===== src/rtl/axi_llc_sram_req_ctrl.sv =====
// axi_llc_sram_req_ctrl
// Request controller in front of an LLC SRAM macro. Forwards a valid/ready
// request stream to the SRAM req/gnt port, tracks read latency with a valid
// shift register and captures read data into a response FIFO. Reads are only
// issued when a FIFO entry is reserved (credit = RspDepth - fifo - inflight).
// Optional feature: define AXI_LLC_SRAM_REQ_CTRL_ERR_CNT_EN to build the
// saturating corrected-error counter; otherwise err_cnt_o is tied to 0.
module axi_llc_sram_req_ctrl #(
    parameter int unsigned AddrWidth   = 10,
    parameter int unsigned DataWidth   = 128,
    parameter int unsigned BeWidth     = DataWidth / 8,
    parameter int unsigned Latency     = 1,
    parameter int unsigned RspDepth    = 4,
    parameter int unsigned ErrCntWidth = 16
) (
    input  logic                   clk_i,
    input  logic                   rst_i,
    input  logic                   req_valid_i,
    output logic                   req_ready_o,
    input  logic                   req_we_i,
    input  logic [AddrWidth-1:0]   req_addr_i,
    input  logic [DataWidth-1:0]   req_wdata_i,
    input  logic [BeWidth-1:0]     req_be_i,
    output logic                   rsp_valid_o,
    input  logic                   rsp_ready_i,
    output logic [DataWidth-1:0]   rsp_rdata_o,
    output logic                   sram_req_o,
    output logic                   sram_we_o,
    output logic [AddrWidth-1:0]   sram_addr_o,
    output logic [DataWidth-1:0]   sram_wdata_o,
    output logic [BeWidth-1:0]     sram_be_o,
    input  logic                   sram_gnt_i,
    input  logic [DataWidth-1:0]   sram_rdata_i,
    input  logic                   sram_single_err_i,
    output logic [ErrCntWidth-1:0] err_cnt_o,
    output logic                   busy_o
);

    localparam int unsigned CntW = $clog2(RspDepth + 1);
    localparam int unsigned PtrW = (RspDepth > 1) ? $clog2(RspDepth) : 1;
    localparam logic [CntW:0]   DepthVal = (CntW + 1)'(RspDepth);
    localparam logic [PtrW-1:0] PtrLast  = PtrW'(RspDepth - 1);

    logic [CntW-1:0]      fifo_cnt_q;
    logic [CntW-1:0]      inflight_q;
    logic [CntW:0]        occupancy;
    logic                 eligible;
    logic                 rd_acc;
    logic                 rd_exit;
    logic                 push;
    logic                 pop;
    logic [Latency-1:0]   vld_q;
    logic [Latency-1:0]   vld_d;
    logic [DataWidth-1:0] mem_q [RspDepth];
    logic [PtrW-1:0]      wptr_q;
    logic [PtrW-1:0]      rptr_q;

    // Credits come from registered state only, so rsp_ready_i never reaches req_ready_o
    assign occupancy = {1'b0, fifo_cnt_q} + {1'b0, inflight_q};
    assign eligible  = req_we_i | (occupancy < DepthVal);

    assign sram_req_o   = req_valid_i & eligible;
    assign req_ready_o  = sram_gnt_i & eligible;
    assign sram_we_o    = req_we_i;
    assign sram_addr_o  = req_addr_i;
    assign sram_wdata_o = req_wdata_i;
    assign sram_be_o    = req_be_i;

    assign rd_acc  = sram_req_o & sram_gnt_i & ~req_we_i;
    assign rd_exit = vld_q[Latency-1];
    assign push    = rd_exit;
    assign pop     = rsp_valid_o & rsp_ready_i;

    assign rsp_valid_o = (fifo_cnt_q != '0);
    assign rsp_rdata_o = rsp_valid_o ? mem_q[rptr_q] : '0;
    assign busy_o      = (inflight_q != '0) | rsp_valid_o;

    // Next state of the read-latency valid shift register
    always_comb begin
        vld_d    = '0;
        vld_d[0] = rd_acc;
        for (int unsigned i = 1; i < Latency; i++) begin
            vld_d[i] = vld_q[i-1];
        end
    end

    // Latency tracking: shift register and in-flight read count
    always_ff @(posedge clk_i or posedge rst_i) begin
        if (rst_i) begin
            vld_q      <= '0;
            inflight_q <= '0;
        end else begin
            vld_q      <= vld_d;
            inflight_q <= inflight_q + CntW'(rd_acc) - CntW'(rd_exit);
        end
    end

    // Response FIFO pointers and fill count, pointers wrap modulo RspDepth
    always_ff @(posedge clk_i or posedge rst_i) begin
        if (rst_i) begin
            wptr_q     <= '0;
            rptr_q     <= '0;
            fifo_cnt_q <= '0;
        end else begin
            if (push) begin
                wptr_q <= (wptr_q == PtrLast) ? '0 : wptr_q + PtrW'(1);
            end
            if (pop) begin
                rptr_q <= (rptr_q == PtrLast) ? '0 : rptr_q + PtrW'(1);
            end
            if (push && !pop) begin
                fifo_cnt_q <= fifo_cnt_q + CntW'(1);
            end else if (!push && pop) begin
                fifo_cnt_q <= fifo_cnt_q - CntW'(1);
            end
        end
    end

    // Response FIFO storage; contents are masked at the output while empty
    always_ff @(posedge clk_i) begin
        if (push) begin
            mem_q[wptr_q] <= sram_rdata_i;
        end
    end

`ifdef AXI_LLC_SRAM_REQ_CTRL_ERR_CNT_EN
    logic [ErrCntWidth-1:0] err_cnt_q;

    // Saturating count of corrected-error pulses, cleared only by reset
    always_ff @(posedge clk_i or posedge rst_i) begin
        if (rst_i) begin
            err_cnt_q <= '0;
        end else if (sram_single_err_i && (err_cnt_q != '1)) begin
            err_cnt_q <= err_cnt_q + ErrCntWidth'(1);
        end
    end

    assign err_cnt_o = err_cnt_q;
`else
    logic unused_err;
    assign unused_err = sram_single_err_i;
    assign err_cnt_o  = '0;
`endif

    // Credit scheme must keep reserved storage within the FIFO depth
    assert property (@(posedge clk_i) disable iff (rst_i) occupancy <= DepthVal);

endmodule


===== config.mk =====
export PLATFORM = sky130hd
export DESIGN_NAME = axi_llc_sram_req_ctrl
export DESIGN_NICKNAME = d
export VERILOG_FILES = /design/src/rtl/axi_llc_sram_req_ctrl.sv
export SDC_FILE = /design/constraint.sdc
export NUM_CORES = 1
export LEC_CHECK = 0
export BUFFER_PORTS_ARGS = -buffer_cell sky130_fd_sc_hd__buf_2
export CORE_AREA = 4 4 227 229
export DETAILED_ROUTE_END_ITERATION = 10
export DIE_AREA = 0 0 231 233
export PLACE_DENSITY_LB_ADDON = 0.12
export SYNTH_ARGS = -nofsm -noshare
export SYNTH_HDL_FRONTEND = slang
export SYNTH_SLANG_ARGS = --single-unit

===== constraint.sdc =====
create_clock -name clk_i -period 6.5 [get_ports clk_i]
set_input_delay 0.975 -clock clk_i [delete_from_list [all_inputs] [get_ports clk_i]]
set_output_delay 0.975 -clock clk_i [all_outputs]
set_load 0.01 [all_outputs]

* Word level (Yosys, flattened, before mapping) *
Memories as Yosys holds them, arrays and structs flattened.
Index checks and enable logic that the tools add are counted.

storage, ports and cells
  logic and storage cells = 38
  output and inout port bits = 303
  input bits = 289
  bits in writable memories = 512
  bits in registers = 11
  memories kept = 1

memories
  name   depth  width  read ports  clocked after memory_dff  write ports  RTL line  source
  mem_q  4      128    1           0                         1            54        logic [DataWidth-1:0] mem_q [RspDepth];

operators by class
  $add $sub $neg = 7
  $lt $le $gt $ge = 1
  bitwise operators = 8
  reduce and logical (&&, ||, !) cells = 7
  equality and inequality tests = 2
  multiplexer cells = 7

operators by type and width
  cell                                                                          count
  128-bit two-way mux                                                           1
  3-bit two-way mux                                                             2
  3-bit nonzero test                                                            2
  1-bit bitwise AND                                                             5
  2-bit by 1-bit adder with 2-bit output, second input constant                 2
  3-bit by 3-bit adder with 4-bit output                                        1
  2-bit equality test, second input constant                                    2
  4-bit by 3-bit less-than comparator with 1-bit output, second input constant  1
  2-bit two-way mux                                                             2
  3-bit by 1-bit adder with 3-bit output                                        1
  3-bit by 1-bit adder with 3-bit output, second input constant                 1
  3-bit by 1-bit subtractor with 3-bit output                                   1
  3-bit by 1-bit subtractor with 3-bit output, second input constant            1
  1-bit logical AND                                                             2
  1-bit logical NOT                                                             2
  1-bit two-way mux                                                             2
  1-bit bitwise OR                                                              2
  2-bit nonzero test                                                            1
  1-bit NOT                                                                     1

* Logic depth before layout (Yosys ltp) *
Gate-level depths: netlist of the first run.

  depth after elaboration = 8
  mapped depth = 11
  gate-level depth less buffers = 11

* Worst setup path before layout of the first run *
OpenSTA, ideal clock, no wires.

  kind = reg2reg
  from = register wptr_q[0]
  to = memory mem_q[0][0], enable pin
  arrival = 3.565 ns
  clock period less this slack = 4.067 ns
  cell stages (with the launch flop) = 4
  path buffers = 0
  path slack = 2.433 ns
  cell sequence = dfrtp_1 inv_1 ha_1 and2_1

RTL lines
  what                    RTL line  source
  start, declared         55        logic [PtrW-1:0] wptr_q;
  start signal, assigned  106       wptr_q <= (wptr_q == PtrLast) ? '0 : wptr_q + PtrW'(1);
  end, declared           54

No word-level cell before the write port.

* Final worst setup path of the first run *
  from = register rptr_q[0]
  to = output rsp_rdata_o[82]

between the ends
  longest elaborated chain between the ends = 2

ends and longest elaborated chain
  what                     RTL line  source
  start, declared          56        logic [PtrW-1:0] rptr_q;
  start signal, assigned   109       rptr_q <= (rptr_q == PtrLast) ? '0 : rptr_q + PtrW'(1);
  memory read 4 x 128 bit  --
  128-bit two-way mux      75        assign rsp_rdata_o = rsp_valid_o ? mem_q[rptr_q] : '0;
  end, declared            26        output logic [DataWidth-1:0] rsp_rdata_o,

No other way between the ends.

==> flow_metrics.py, run 1 <==
metrics = {
    "floorplanning": {
        "start_util_pct": 42.8,
        "die_area_um2": 53800,
        "io_pins": 592,
        "rows": 82,
        "coreArea_um2": 49700,
        "dieWidth_um": 231,
        "die_y_um": 233,
    },
    "critical_path": {
        "required_ns": 5.52,
        "worstReg2RegEnd": "fifo_cnt_q[1]",
        "max_stage_delay_ns": 1.13,
        "crit_path_start_kind": "flip-flop",
        "r2r_slack_ns": 3.32,
        "cp-startpoint": "rptr_q[0]",
        "crit_path_end_kind": "output port",
        "criticalPathCategory": "reg2out",
        "critPathCapture": "rsp_rdata_o[82]",
        "cp_max_fo": 50,
        "path_cells": "buf_12, mux4_2, and2_1, buf_2",
        "arrival_ns": 3.16,
        "r2r_start": "fifo_cnt_q[0]",
        "reg2regPathDepth": 7,
        "cpMaxStageDelayCell": "dfrtp_4",
    },
    "synth": {
        "synth.most_common_cell": "edfxtp_1",
        "synth_cells": 1044,
        "yosys.area.top_type": "edfxtp_1",
        "synthesis.area_um2": 21300,
        "yosys-top-cells-area": "edfxtp_1, mux4_2, buf_4, and2_1, dfrtp_1",
        "synth_common_cells": "edfxtp_1, buf_4, and2_1",
        "syn-mean-instance-area_um2": 20.4,
        "synth_flop_cell": "edfxtp_1",
        "ys_warn_count": 0,
        "synth.distinct_cells": 24,
        "synth_top_area_share_pct": 72.3,
        "synth_seq_cells": 523,
        "ys_seq_area_share_pct": 73.6,
        "synth-edff-count": 512,
        "synthArstFlopShare_pct": 2.10,
    },
    "job": {
        "cap_violations": 0,
    },
    "route": {
        "vias_per_cell": 5.12,
        "drtIter0Drc": 511,
        "ant_nets": 0,
        "firstDrtPassIters": 4,
        "routed_wl_um": 52700,
        "route.vias.total": 9674,
        "drcViolationCount": 0,
        "wl_per_cell_um": 27.9,
    },
    "timing": {
        "worst_pin_slew_ns": 1.08,
        "tns_ns": 0,
        "slew_viol_final": 0,
        "relSlewSlack_pct": 27.9,
        "fmax_mhz": 242,
        "rsz0062_at_grt": "no",
        "setup_viol": 0,
        "layout_min_cycle_time_ns": 4.14,
        "finClkSkew_ns": 0.0169,
        "finalHoldViolCount": 0,
        "period_share_pct": 63.7,
    },
    "grt": {
        "grt_max_degree": 97,
        "gr-usage-all-layers_pct": 19.1,
        "gr-total-overflow": 0,
        "grt_antenna_before_repair": 10,
        "grt_pass1_wl_um": 74100,
        "grt_pass1_vias": 10100,
    },
    "placement": {
        "gp_congestion": 0.716,
        "place_inst": 1792,
        "io_buffers": 266,
        "dp_hpwl_um": 33800,
    },
    "clock_tree": {
        "ctsHoldBuffers": 0,
        "cts.sinks": 523,
        "post_cts_resized": 0,
        "h-tree-depth": 2,
        "cts_setup_buffers": 0,
        "clock_path_buffers": 3,
        "ctsRootBufferMaster": "clkbuf_16",
        "cts_made_buffers": 54,
        "path_clk_slew_ns": 0.06,
        "clock_latency_ns": 0.59,
        "cts_tree": "built",
    },
    "layout": {
        "area_growth_pct": 11.5,
        "nNetsFinal": 1477,
        "layout-drive-gt1-share_pct": 39.3,
        "n_fill_cell": 4221,
        "stdcell_count": 1889,
    },
    "power_and_ir_drop": {
        "power_leakage_nw": 8.02,
        "power_density_nw_per_um2": 410,
        "vdd_drop_max_v": 0.000231,
    },
    "worst_hold_path": {
        "hold_class": "in2async",
    },
    "status": {
        "status": "finished clean",
    },
}
## kinds of logic (layout without fill, tap and decap cells)
kind of cell	count (synthesis)	after routing	synth area share [%]
AND/OR/NAND/NOR	147	147	4.23
buffers and inverters	222	377	7.43
other	1	19	0.0176
multiplexers	131	131	13.7
XOR/XNOR	5	5	0.206
AO/OA/AOI/OAI	3	3	0.0706
adder cells (fa/ha/maj)	12	12	0.776
flip-flops	523	523	73.6
## routing by layer
layer / wire length [um] / GRT usage (%) / vias up
li1: - / - / 4147
met1: 18700 / 21.6 / 4873
met2: 23400 / 27.5 / 521
met3: 9150 / 15.5 / 115
met4: 1260 / 4.98 / 18
met5: 246 / 3.40 / -
## state kept, by name, indices dropped and copies added, names as in the netlist
name and count:
wptr_q 2, fifo_cnt_q 3, inflight_q 3, push 1, rptr_q 2, mem_q 512
## critical path: cells and delay by family (launching register included)
family,cells,cell delay [ns]
flops,1,1.13
mux,1,0.59
buf+inv,2,0.53
simple gates,1,0.18
## metrics by stage
| stage | util (%) | hold slack, ns | power, mW | setup WS (ns) | area [um2] |
|---|---|---|---|---|---|
| after floorplan | - | 0.461 | 6.12 | 2.43 | 21300 |
| after global placement | 44.5 | 0.487 | 7.08 | 2.86 | 22100 |
| after CTS | 47.8 | 0.367 | 9.94 | 2.23 | 23700 |
| after global routing | 47.8 | 0.401 | 10.3 | 2.08 | 23700 |
| after detailed placement | 44.5 | 0.504 | 7.08 | 2.88 | 22100 |
| final | 47.8 | 0.390 | 9.74 | 2.36 | 23700 |
## cells in the final DEF, fill, tap and decap left out, drive strengths merged
master,Yosys,final
a21oi,1,1
and2,132,132
buf,198,275
bufinv,0,1
clkbuf,16,76
clkinv,0,16
clkinvlp,0,1
conb,1,16
dfrtp,11,11
diode,0,3
edfxtp,512,512
fa,2,2
ha,10,10
inv,8,8
mux2,3,3
mux4,128,128
nand2,4,4
nand3,2,2
nor2,2,2
nor2b,2,2
nor3,2,2
o21ai,2,2
or3,2,2
or4,1,1
xnor2,3,3
xor2,2,2
## power breakdown
| group | switching [mW] | total (mW) | internal [mW] | leakage [nW] |
|---|---|---|---|---|
| sequential | 0.229 | 4.09 | 3.86 | 4.74 |
| combinational | 1.38 | 2.82 | 1.44 | 2.50 |
| clock | 1.20 | 2.83 | 1.63 | 0.776 |
## layout make-up
cell class / count / area (um2) / share of cell area [%]
Antenna cell: 3 / 7.51 / 0.0316
Clock buffer: 76 / 1500 / 6.31
Clock inverter: 18 / 104 / 0.438
Inverter: 8 / 30.0 / 0.127
Multi-Input combinational cell: 314 / 4120 / 17.3
Sequential cell: 523 / 15700 / 66.0
Tap cell: 672 / 841 / 3.54
Timing Repair Buffer: 275 / 1470 / 6.21
## worst min path at each step
stage / to / cells after the start
floorplan: fifo_cnt_q[2] / 1
CTS: push / 2
detailed placement: fifo_cnt_q[2] / 1
global placement: inflight_q[2] / 1
global route: wptr_q[0] / 2
finish: push / 2
No activity file was read; power rests on OpenSTA's default activity.
==> inputs of run 2 (changes only) <==
Settings changed: ABC_AREA set to 1, CORE_AREA 4 4 227 229 to unset, CORE_ASPECT_RATIO set to 0.9, CORE_MARGIN set to 4, CORE_UTILIZATION set to 46, DIE_AREA 0 0 231 233 to unset.
Clock period 6.5 ns to 3.8 ns, I/O delays scaled along.
==> flow_metrics.py, run 2 <==
metrics = {
    "status": {
        "status": "finished clean",
    },
    "critical_path": {
        "required_ns": 3.23,
        "crit_path_end_kind": "output port",
        "criticalPathCategory": "reg2out",
        "cp_max_fo": 190,
        "r2r_slack_ns": 1.54,
        "worstReg2RegEnd": "inflight_q[2]",
        "arrival_ns": 2.63,
        "r2r_start": "fifo_cnt_q[1]",
        "crit_path_start_kind": "flip-flop",
        "reg2regPathDepth": 11,
    },
    "layout": {
        "final_cell_mix": "nand2_1, edfxtp_1, buf_2, nor2_1, o21ai_0",
        "stdcell_count": 2648,
        "largest_register": "mem_q",
        "largest_reg_flops": 512,
        "final_common_cell": "nand2_1",
        "area_growth_pct": 10.3,
        "nNetsFinal": 2280,
        "n_fill_cell": 4214,
        "layout-drive-gt1-share_pct": 19.0,
        "reg_top3": "mem_q x512, fifo_cnt_q x3, inflight_q x3",
    },
    "timing": {
        "layout_min_cycle_time_ns": 3.20,
        "rsz0062_at_grt": "no",
        "relSlewSlack_pct": 24.6,
        "tns_ns": 0,
        "finalHoldViolCount": 0,
        "fin_ws_ns": 0.599,
        "slew_viol_final": 0,
        "fmax_mhz": 312,
        "setup_viol": 0,
        "finClkSkew_ns": 0.0142,
        "timing.hold.ws_ns": 0.183,
        "worst_pin_slew_ns": 1.13,
        "period_share_pct": 84.2,
    },
    "worst_hold_path": {
        "hold_class": "in2reg",
        "hold_end": "mem_q[0][75]",
        "worstHoldPathCells": 1,
        "hold_start": "sram_rdata_i[75]",
    },
    "power_and_ir_drop": {
        "power_leakage_nw": 9.27,
        "power_mw": 18.2,
        "power_density_nw_per_um2": 743,
        "vdd_drop_max_v": 0.000740,
    },
    "synth": {
        "yosys-top-cells-area": "edfxtp_1, nand2_1, buf_4, nor2_1, o21ai_0",
        "synth_compound_area_share_pct": 6.20,
        "synth_cells": 1889,
        "synth_seq_cells": 523,
        "synth_common_cells": "nand2_1, edfxtp_1, nor2_1",
        "synth-edff-count": 512,
        "synthesis.area_um2": 22200,
        "ys_seq_area_share_pct": 70.5,
        "synth.distinct_cells": 25,
        "yosys.area.top_type": "edfxtp_1",
        "synth_xor_area_share_pct": 0.158,
        "ys_warn_count": 0,
        "synth_flop_cell": "edfxtp_1",
        "synth_top_area_share_pct": 69.3,
        "synth_top_family_by_area": "simple AND/OR/NAND/NOR gates",
        "synthArstFlopShare_pct": 2.10,
        "synth.mux.area_fraction_pct": 0,
        "syn-mean-instance-area_um2": 11.8,
        "synthAdderAreaFrac_pct": 0.744,
        "synth_simple_gate_area_share_pct": 13.5,
        "synth.most_common_cell": "nand2_1",
    },
    "route": {
        "routed_wl_um": 60000,
        "drcViolationCount": 0,
        "ant_nets": 0,
        "route.vias.total": 13500,
        "vias_per_cell": 5.08,
        "firstDrtPassIters": 4,
        "wl_per_cell_um": 22.7,
        "drtIter0Drc": 705,
    },
    "grt": {
        "gr-usage-all-layers_pct": 22.4,
        "grt_pass1_wl_um": 86300,
        "grt_pass1_vias": 12700,
        "grt_max_degree": 191,
        "gr-total-overflow": 0,
        "grt_antenna_before_repair": 10,
    },
    "placement": {
        "dp_slack_ns": 1.24,
        "gp_congestion": 0.754,
        "place_inst": 2547,
        "dp_hpwl_um": 38100,
        "io_buffers": 266,
    },
    "clock_tree": {
        "ctsRootBufferMaster": "clkbuf_16",
        "cts_tree": "built",
        "cts_setup_buffers": 0,
        "clock_path_buffers": 3,
        "cts.sinks": 523,
        "clock_latency_ns": 0.60,
        "cts_made_buffers": 53,
        "post_cts_resized": 0,
        "path_clk_slew_ns": 0.06,
        "ctsHoldBuffers": 1,
        "h-tree-depth": 2,
    },
    "floorplanning": {
        "dieWidth_um": 240,
        "die_area_um2": 51800,
        "coreArea_um2": 47800,
        "die_y_um": 216,
        "start_util_pct": 46.4,
        "io_pins": 592,
        "rows": 76,
    },
    "job": {
        "cap_violations": 0,
    },
}
run 2: changes by cell type in the layout (fill, tap and decap cells not counted), moves of 17 or more:
cell and delta:
a21oi_1 +114, a21oi_2 +17, o21ai_0 +125, nand2_1 +523
and2_1 -128, mux4_2 -128, nor2_1 +261
run 2: worst max path at each step:
stage	slack (ns)	end	startpoint
floorplan	0.16	mem_q[2][0]	wptr_q[0]
global placement	1.23	rsp_rdata_o[0]	rptr_q[0]
detailed placement	1.24	rsp_rdata_o[10]	rptr_q[0]
CTS	0.58	rsp_rdata_o[10]	rptr_q[0]
global route	0.45	rsp_rdata_o[56]	rptr_q[0]
finish	0.60	rsp_rdata_o[106]	rptr_q[0]
run 2: layout make-up:
class / count / area, um2 / area share (%)
flip-flops and latches: 523 / 15700 / 63.9
clock buffers: 71 / 1420 / 5.82
clock inverters: 25 / 215 / 0.879
diodes: 4 / 10.0 / 0.0409
multi-input cells: 1089 / 4630 / 18.9
well taps: 624 / 781 / 3.19
repair buffers: 290 / 1650 / 6.75
inverters: 22 / 120 / 0.491
run 2: per-stage QoR:
| stage | utilization (%) | instance area (um2) |
|---|---|---|
| 6_report | 51.2 | 24500 |
| 5_1_grt | 51.2 | 24500 |
| 4_1_cts | 51.2 | 24500 |
| 2_1_floorplan | - | 22300 |
| 3_5_place_dp | 47.7 | 22800 |
| 3_3_place_gp | 47.7 | 22800 |
run 2: metal layers:
| metal | GRT usage (%) | share of wire (%) | wire (um) | vias to the layer above |
|---|---|---|---|---|
| li1 | - | - | - | 6416 |
| met1 | 25.5 | 36 | 21600 | 6335 |
| met2 | 33.9 | 45 | 27100 | 585 |
| met3 | 15.9 | 16 | 9710 | 106 |
| met4 | 6.19 | 2.4 | 1450 | 20 |
| met5 | 2.18 | 0.33 | 201 | - |
run 2: kinds of logic (layout without fill, tap and decap cells):
family / Yosys count / count (layout)
AO/OA/AOI/OAI: 262 / 262
AND/OR/NAND/NOR: 795 / 795
adder cells (fa/ha/maj): 12 / 12
buffers and inverters: 292 / 408
other: 1 / 20
XOR/XNOR: 4 / 4
flip-flops: 523 / 523
run 2: worst max-delay path: stages, from the launching register on:
cell     delay (ns)
dfrtp_4        0.45
buf_12         0.54
nor2_1         0.11
nor2_1         0.11
o21ai_0        0.08
a21oi_1        0.20
buf_2          0.18
run 2: power breakdown:
part / switching, mW / internal [mW] / total, mW
Sequential: 0.115 / 6.66 / 6.77
Combinational: 4.34 / 2.15 / 6.49
Clock: 2.09 / 2.83 / 4.92
==> inputs of run 3 (changes only) <==
Clock period 3.8 ns to 3.18 ns, I/O delays scaled along.
==> flow_metrics.py, run 3 (synthesis gave the netlist of run 2 again) <==
metrics = {
    "status": {
        "status": "finished clean",
    },
    "grt": {
        "gr-total-overflow": 0,
        "grt_pass1_vias": 12800,
        "grt_antenna_before_repair": 11,
        "grt_max_degree": 143,
        "gr-usage-all-layers_pct": 22.5,
        "grt_pass1_wl_um": 87000,
    },
    "clock_tree": {
        "path_clk_slew_ns": 0.06,
        "h-tree-depth": 2,
        "cts.sinks": 523,
        "cts_made_buffers": 55,
        "clock_path_buffers": 3,
        "cts_tree": "built",
        "cts_setup_buffers": 0,
        "clock_latency_ns": 0.59,
        "ctsRootBufferMaster": "clkbuf_16",
    },
    "power_and_ir_drop": {
        "p_int_mw": 14.1,
        "power_frac_seq_pct": 37.0,
        "power_density_nw_per_um2": 891,
        "clockPowerShare_pct": 27.2,
        "power_leakage_nw": 9.34,
        "swShare_pct": 35.9,
        "power.switching_mw": 7.89,
        "vdd_drop_max_v": 0.000842,
        "combPwrFrac_pct": 35.8,
    },
    "floorplanning": {
        "rows": 76,
        "die_area_um2": 51800,
        "die_y_um": 216,
        "start_util_pct": 46.4,
        "dieWidth_um": 240,
        "io_pins": 592,
        "coreArea_um2": 47800,
    },
    "placement": {
        "place_area_um2": 22900,
        "dp_hpwl_um": 38600,
        "io_buffers": 266,
        "gp_congestion": 0.752,
    },
    "timing": {
        "timing.hold.ws_ns": 0.103,
        "setup_viol": 0,
        "finClkSkew_ns": 0.0122,
        "worst_pin_slew_ns": 0.774,
        "rsz0062_at_grt": "yes",
        "period_share_pct": 93.6,
        "slew_viol_final": 0,
        "relSlewSlack_pct": 48.4,
        "fmax_mhz": 336,
        "layout_min_cycle_time_ns": 2.98,
        "finalHoldViolCount": 0,
    },
    "critical_path": {
        "arrival_ns": 2.50,
        "cp_max_fo": 69,
        "required_ns": 2.70,
        "criticalPathCategory": "reg2out",
        "crit_path_end_kind": "output port",
        "crit_path_start_kind": "flip-flop",
    },
    "layout": {
        "final_area_um2": 24600,
        "layout-drive-gt1-share_pct": 19.6,
        "n_fill_cell": 4156,
        "final_util_pct": 51.5,
        "ff_latch_area_um2": 15700,
        "area_growth_pct": 11.0,
        "final_cell_mix": "nand2_1, edfxtp_1, buf_2, nor2_1, o21ai_0",
        "nNetsFinal": 2290,
        "reg_top3": "mem_q x512, fifo_cnt_q x3, inflight_q x3",
        "final_common_cell": "nand2_1",
        "largest_reg_flops": 512,
        "largest_register": "mem_q",
        "multi_input_area_um2": 4630,
    },
    "route": {
        "firstDrtPassIters": 5,
        "routed_wl_um": 60200,
        "wl_per_cell_um": 22.6,
        "drcViolationCount": 0,
        "route.vias.total": 13600,
        "vias_per_cell": 5.11,
        "drtIter0Drc": 841,
        "ant_nets": 0,
    },
    "job": {
        "cap_violations": 0,
    },
    "worst_hold_path": {
        "hold_class": "in2reg",
    },
}
[run 3: cell types whose count changed in the layout (fill, tap and decap cells not counted), moves of 3 or more]
cell,before,now
clkinv_2,7,15
clkbuf_16,53,57
clkinvlp_4,1,5
clkinv_1,11,4
inv_6,5,1
buf_12,11,16
clkbuf_1,15,18
[run 3: metrics by stage]
| stage | std cells | setup TNS (ns) | setup WS [ns] | total power, mW |
|---|---|---|---|---|
| CTS | 2655 | 0 | 0.121 | 22.3 |
| global placement | 2555 | 0 | 0.760 | 16.1 |
| finish | 2657 | 0 | 0.203 | 22.0 |
| detailed placement | 2555 | 0 | 0.763 | 16.2 |
| global route | 2656 | -0.00172 | -0.00172 | 23.4 |
| floorplan | 1904 | 0 | 0.175 | 13.6 |
[run 3: routing by layer]
metal | GRT usage [%] | up-vias | share of wire [%]
met5 | 3.79 | - | 0.48
met4 | 5.67 | 22 | 2.2
met3 | 16.2 | 109 | 16
met2 | 33.1 | 583 | 44
met1 | 26.4 | 6434 | 37
li1 | - | 6425 | -
[run 3: worst max-delay path, cell delays in order (launching register included)]
cell and delay [ns]:
dfrtp_4 0.59, buf_12 0.35, buf_4 0.31, nor2_1 0.07, nor2_1 0.08, o21ai_0 0.09, a21oi_1 0.21, buf_2 0.17
[run 3: final cells by class]
type | count | share of cell area [%]
sequential | 523 | 63.5
multi-input combinational | 1089 | 18.8
timing repair buffer | 298 | 7.28
clock buffer | 76 | 6.12
tap | 624 | 3.17
clock inverter | 23 | 0.675
inverter | 22 | 0.457
antenna | 2 | 0.0203
[run 3: power by group through the flow]
| stage | registers [mW] | logic, mW | clock network [mW] |
|---|---|---|---|
| finish | 8.13 | 7.86 | 5.97 |
| global route | 8.16 | 8.81 | 6.44 |
| CTS | 8.13 | 8.00 | 6.13 |
| detailed placement | 8.27 | 7.95 | 0 |
| global placement | 8.26 | 7.88 | 0 |
| floorplan | 8.22 | 5.39 | 0 |
[run 3: worst paths after layout]
check,end,slack [ns],startpoint,cells past startpoint
max,rsp_rdata_o[103],0.20,rptr_q[0],7
min,mem_q[3][83],0.10,sram_rdata_i[83],1
max reg2reg,inflight_q[2],0.90,inflight_q[1],11
min reg2reg,wptr_q[0],0.53,wptr_q[0],1
max in group asynchronous,rptr_q[0],2.39,rst_i,3
min in group asynchronous,inflight_q[1],0.44,rst_i,3
[run 3: repair_timing]
action	4_1_cts	5_1_grt
resized for setup	0	1
endpoints found under the hold margin	11	0
hold buffers	1	0
endpoints found under the setup margin	0	1
